$ cat config.mk
export PLATFORM = sky130hd
export DESIGN_NAME = cdp_sq_window_pipe
export DESIGN_NICKNAME = d
export VERILOG_FILES = /design/src/rtl/cdp_sq_window_pipe.sv
export SDC_FILE = /design/constraint.sdc
export NUM_CORES = 2
export LEC_CHECK = 0
export CAP_MARGIN = 20
export CORE_MARGIN = 2
export CORE_UTILIZATION = 45
export CTS_CLUSTER_DIAMETER = 150
export DETAILED_ROUTE_END_ITERATION = 16
export PLACE_DENSITY = 0.74
export SLEW_MARGIN = 5
export SYNTH_ARGS = -nofsm -noshare
export SYNTH_HDL_FRONTEND = slang
export SYNTH_SLANG_ARGS = --single-unit
$ cat constraint.sdc
create_clock -name nvdla_core_clk -period 13.7 [get_ports nvdla_core_clk]
set_input_delay 2.055 -clock nvdla_core_clk [delete_from_list [all_inputs] [get_ports nvdla_core_clk]]
set_output_delay 2.055 -clock nvdla_core_clk [all_outputs]
set_load 0.005 [all_outputs]
$ cat src/rtl/cdp_sq_window_pipe.sv
// CDP int8 sum-of-squares feeder: 9-tap channel window with zero-padded
// group edges, registered tap squares and load/length strobes for the sum stage.
module cdp_sq_window_pipe #(
  parameter int pINT8_BW = 9
) (
  input  logic                    nvdla_core_clk,
  input  logic                    nvdla_core_rstn,
  input  logic [1:0]              reg2dp_normalz_len,
  input  logic                    in_vld,
  output logic                    in_rdy,
  input  logic [pINT8_BW-1:0]     in_pd,
  input  logic                    in_last,
  output logic [2*pINT8_BW-2:0]   sq_pd_int8_0,
  output logic [2*pINT8_BW-2:0]   sq_pd_int8_1,
  output logic [2*pINT8_BW-2:0]   sq_pd_int8_2,
  output logic [2*pINT8_BW-2:0]   sq_pd_int8_3,
  output logic [2*pINT8_BW-2:0]   sq_pd_int8_4,
  output logic [2*pINT8_BW-2:0]   sq_pd_int8_5,
  output logic [2*pINT8_BW-2:0]   sq_pd_int8_6,
  output logic [2*pINT8_BW-2:0]   sq_pd_int8_7,
  output logic [2*pINT8_BW-2:0]   sq_pd_int8_8,
  output logic                    load_din_d,
  output logic                    load_din_2d,
  output logic                    len5,
  output logic                    len7,
  output logic                    len9
);

  localparam int BW = pINT8_BW;
  localparam int SW = 2*pINT8_BW-1;

  typedef enum logic [1:0] {
    IDLE,
    RUN,
    FLUSH
  } state_t;

  state_t          state;
  state_t          state_nxt;
  logic [1:0]      len_q;
  logic [1:0]      len_eff;
  logic [3:0]      top;
  logic [BW-1:0]   w [9];
  logic [BW-1:0]   w_nxt [9];
  logic [8:0]      v;
  logic [8:0]      v_nxt;
  logic [SW-1:0]   sq [9];
  logic            acc;
  logic            shift;
  logic            emit;
  logic            clr;

  function automatic logic [SW-1:0] sq_f(input logic [BW-1:0] x);
    logic signed [2*BW-1:0] xe;
    logic signed [2*BW-1:0] p;
    xe = {{BW{x[BW-1]}}, x};
    p  = xe * xe;
    return p[SW-1:0];
  endfunction

  assign in_rdy  = (state != FLUSH);
  assign acc     = in_vld & in_rdy;
  assign shift   = acc | (state == FLUSH);
  // The opening accept must already use the new length.
  assign len_eff = (state == IDLE) ? reg2dp_normalz_len : len_q;
  assign top     = 4'd5 + {2'b00, len_eff};

  always_comb begin
    w_nxt = w;
    v_nxt = v;
    if (shift) begin
      for (int k = 0; k < 8; k++) begin
        if (k < int'(top)) begin
          w_nxt[k] = w[k+1];
          v_nxt[k] = v[k+1];
        end
      end
      w_nxt[top] = acc ? in_pd : '0;
      v_nxt[top] = acc;
    end
  end

  assign emit = shift & v_nxt[4];

  always_comb begin
    state_nxt = state;
    unique case (state)
      IDLE:    if (acc) state_nxt = in_last ? FLUSH : RUN;
      RUN:     if (acc && in_last) state_nxt = FLUSH;
      FLUSH:   if (v_nxt[8:5] == 4'b0) state_nxt = IDLE;
      default: state_nxt = IDLE;
    endcase
  end

  assign clr = (state == FLUSH) && (state_nxt == IDLE);

  always_ff @(posedge nvdla_core_clk or negedge nvdla_core_rstn) begin
    if (!nvdla_core_rstn) begin
      state       <= IDLE;
      len_q       <= '0;
      v           <= '0;
      load_din_d  <= 1'b0;
      load_din_2d <= 1'b0;
      for (int k = 0; k < 9; k++) begin
        w[k]  <= '0;
        sq[k] <= '0;
      end
    end else begin
      state       <= state_nxt;
      load_din_d  <= emit;
      load_din_2d <= load_din_d;
      if (state == IDLE && acc) len_q <= reg2dp_normalz_len;
      v <= clr ? 9'b0 : v_nxt;
      for (int k = 0; k < 9; k++) begin
        w[k] <= clr ? '0 : w_nxt[k];
        if (emit) sq[k] <= sq_f(w_nxt[k]);
      end
    end
  end

  assign len5 = (len_q != 2'd0);
  assign len7 = len_q[1];
  assign len9 = &len_q;

  assign sq_pd_int8_0 = sq[0];
  assign sq_pd_int8_1 = sq[1];
  assign sq_pd_int8_2 = sq[2];
  assign sq_pd_int8_3 = sq[3];
  assign sq_pd_int8_4 = sq[4];
  assign sq_pd_int8_5 = sq[5];
  assign sq_pd_int8_6 = sq[6];
  assign sq_pd_int8_7 = sq[7];
  assign sq_pd_int8_8 = sq[8];

endmodule

==> impl_metrics.yaml <==
critical_path:
  cp_max_fo: 24
  critical_path.top_delay_family: "adder cells"
  slowest_delay_ns: 0.72
  crit_chain: "clkdlybuf4s50_1, buf_4, clkinv_1, nand2_2, buf_4, mux2i_1, inv_1, nand2_1, fa_1, fa_1, inv_1, fa_1, inv_1, fa_1, inv_1, fa_1, ha_1, o21ai_0, nor2_1, or4_1, a211o_1, o31ai_1, xnor2_1, o21ai_0"
  timing.critical_path.mode_cell: "fa_1"
  crit_slowest_cell: "mux2i_1"
  crit_buf_inv: 8
  cp-start-kind: "input port"
  setup.worst_path.end_class: "flip-flop"
  worstRegToRegCells: 24
  required_ns: 14.12
  path_class: "in2reg"
  arrival_ns: 9.60
  path_depth: 24
timing:
  fin_crit_ns: 9.180
  rsz0062_at_grt: "false"
  final_hold_viol_count: 0
  worst_slew_pin_slew_ns: 0.9940
  clock_skew_ns: 0.01811
  max_freq_ghz: 0.1089
  setup_viol: 0
  finalCritPeriodShare_pct: 67.00
  final.setup.tns_ns: 0
  relSlewSlack_pct: 31.83
  drv_slew: 0
  layout_setup_ws_ns: 4.520
cells_and_area:
  drive_gt1_share_pct: 4.683
  regArea_um2: 5881
  fin_util_pct: 50.91
  multiInputGateArea_um2: 22440
  area_growth_pct: 11.54
  num-nets-final: 4369
  nFillCells: 6254
grt:
  grt_max_degree: 154
  grt_pass1_wl_um: 120400
  grt_pass1_vias: 24390
  antenna_found_initial: 4
  gr-total-overflow: 0
  grt.total_usage_pct: 20.52
clocking:
  cts_buffers: 30
  clockBufferDepth: 3
  clk_pin_slew_worst_paths_ns: 0.06
  clock-sinks: 235
  cts_tree: "built"
  postCtsSetupRepairBufs: 0
  htreeDepth: 1
  clock-root-buffer: "clkbuf_16"
  post_cts_resized: 0
  ctsHoldBuffers: 0
  clk_latency_ns: 0.59
drt:
  drcViolationCount: 0
  drtPass1Iterations: 5
  vias_per_cell: 5.092
  ant_nets: 0
  wirelength_um: 69440
  dr.first_iter.drc_count: 1372
  via_count: 22910
  wl_per_cell_um: 15.43
synthesis:
  synth_edf_count: 0
  synth.top_cell.area_share_pct: 32.12
  synthesis.area_um2: 31410
  synth.largest_area_cell: "fa_1"
  ys_warn_count: 0
  synthTopCellsByArea: "fa_1 (32%), dfrtp_1 (19%), ha_1 (12%), inv_1 (8.2%), nor2_1 (4.7%)"
  netlist_top_cells_count: "inv_1 (685), fa_1 (504), nor2_1 (395)"
  async_flop_share_pct: 100.0
  ys_types: 71
  ys_seq_elements: 235
  synth-seq-area-share_pct: 18.72
  synth_ff_type: "dfrtp_1"
  synthCells: 3405
  synth_most_common_cell: "inv_1"
  avgSynthCellArea_um2: 9.225
hold_path:
  holdCritPathClass: "reg2reg"
  holdPathStages: 0
die:
  die_y_um: 268.2
  row_count: 96
  core-area_um2: 68830
  ios: 174
  die-area_um2: 71930
  die_w_um: 268.2
  initial_core_util_pct: 45.64
place:
  hpwl_um: 55160
  gp_congestion: 0.8700
  io_buffers: 164
  dpl_worst_slack_ns: 3.971
flow_run:
  cap_violations: 0
run_status:
  run_status: "completed"
==> placed cells by master, fill, tap and decap left out, types with 10 or more instances in the layout <==
master,Yosys,layout
a21oi_1,72,72
ha_1,304,304
mux2i_1,49,49
nand2b_1,53,53
o21a_1,31,31
xnor2_1,93,93
nor2b_1,16,16
clkbuf_16,0,31
fa_1,504,504
clkdlybuf4s50_1,0,163
dfrtp_1,235,235
inv_1,685,684
o31ai_1,31,31
nand2_1,381,379
xor2_1,35,35
nor2_1,395,395
and3_1,16,16
a31o_2,10,10
nor3_1,26,26
a211oi_1,19,19
or3_1,10,10
a21o_1,25,25
o21ai_0,115,114
buf_4,10,48
or2_2,40,40
==> sequential cells by signal (all words and copies together) (netlist names) <==
| name | count |
|---|---|
| sq_pd_int8_6 | 16 |
| sq_pd_int8_4 | 16 |
| len_q | 2 |
| load_din_2d | 1 |
| v | 4 |
| sq_pd_int8_7 | 16 |
| sq_pd_int8_1 | 16 |
| load_din_d | 1 |
| w | 81 |
| sq_pd_int8_8 | 16 |
| sq_pd_int8_0 | 16 |
| sq_pd_int8_5 | 16 |
| sq_pd_int8_2 | 16 |
| state | 2 |
| sq_pd_int8_3 | 16 |
==> per-stage QoR <==
step / cells / area, um2 / hold slack, ns
after floorplan: 3413 / 31440 / 0.3757
after global placement: 4445 / 34110 / 0.3569
after detailed placement: 4445 / 34110 / 0.3652
after CTS: 4497 / 35030 / 0.3834
after global routing: 4499 / 35040 / 0.4149
final: 4499 / 35040 / 0.3822
==> cells by family (layout without fill, tap and decap cells) <==
kind of cell	Yosys count	after routing	share of synthesized area (%)
AND/OR/NAND/NOR	987	987	13.51
adder cells (fa/ha/maj)	808	808	44.23
buffers and inverters	803	956	9.998
AO/OA/AOI/OAI	387	387	8.122
flip-flops	235	235	18.72
XOR/XNOR	128	128	3.569
multiplexers	56	56	1.836
other	1	11	0.01194
==> path summary, 6_finish.rpt <==
kind / from / to / slack [ns]
min reg2reg: load_din_d / load_din_2d / 0.38
min: load_din_d / load_din_2d / 0.38
max reg2reg: state[1] / sq_pd_int8_2[16] / 6.10
max: in_vld / sq_pd_int8_2[16] / 4.52
max in group asynchronous: nvdla_core_rstn / sq_pd_int8_5[5] / 10.97
min in group asynchronous: nvdla_core_rstn / sq_pd_int8_1[12] / 1.43
==> routing by layer <==
| layer | track usage, % | wire [um] |
|---|---|---|
| met1 | 27.02 | 30000 |
| met2 | 35.20 | 34100 |
| met3 | 2.996 | 3344 |
| met4 | 5.843 | 1983 |
| met5 | 0 | 0 |
==> worst register-to-register path: stages, from the launching register on <==
cell and delay [ns]:
dfrtp_1 0.57, nor2b_1 0.18, buf_4 0.25, inv_2 0.19
nand2_2 0.46, buf_4 0.42, mux2i_1 0.73, inv_1 0.33
nand2_1 0.15, fa_1 0.44, fa_1 0.49, inv_1 0.05
fa_1 0.47, inv_1 0.05, fa_1 0.47, inv_1 0.05
fa_1 0.45, ha_1 0.31, o21ai_0 0.08, nor2_1 0.08
or4_1 0.44, a211o_1 0.32, o31ai_1 0.25, xnor2_1 0.15
o21ai_0 0.08
==> layout make-up <==
| class | count | share of cell area, % |
|---|---|---|
| Multi-Input combinational cell | 2375 | 64.06 |
| Clock inverter | 7 | 0.1250 |
| Inverter | 691 | 7.403 |
| Clock buffer | 45 | 2.507 |
| Tap cell | 931 | 3.325 |
| Sequential cell | 235 | 16.78 |
| Timing Repair Buffer | 213 | 5.785 |
| Antenna cell | 2 | 0.01428 |
Power is not shown: default switching activity piles up to over one toggle a cycle in this logic, so the estimate is an artifact.
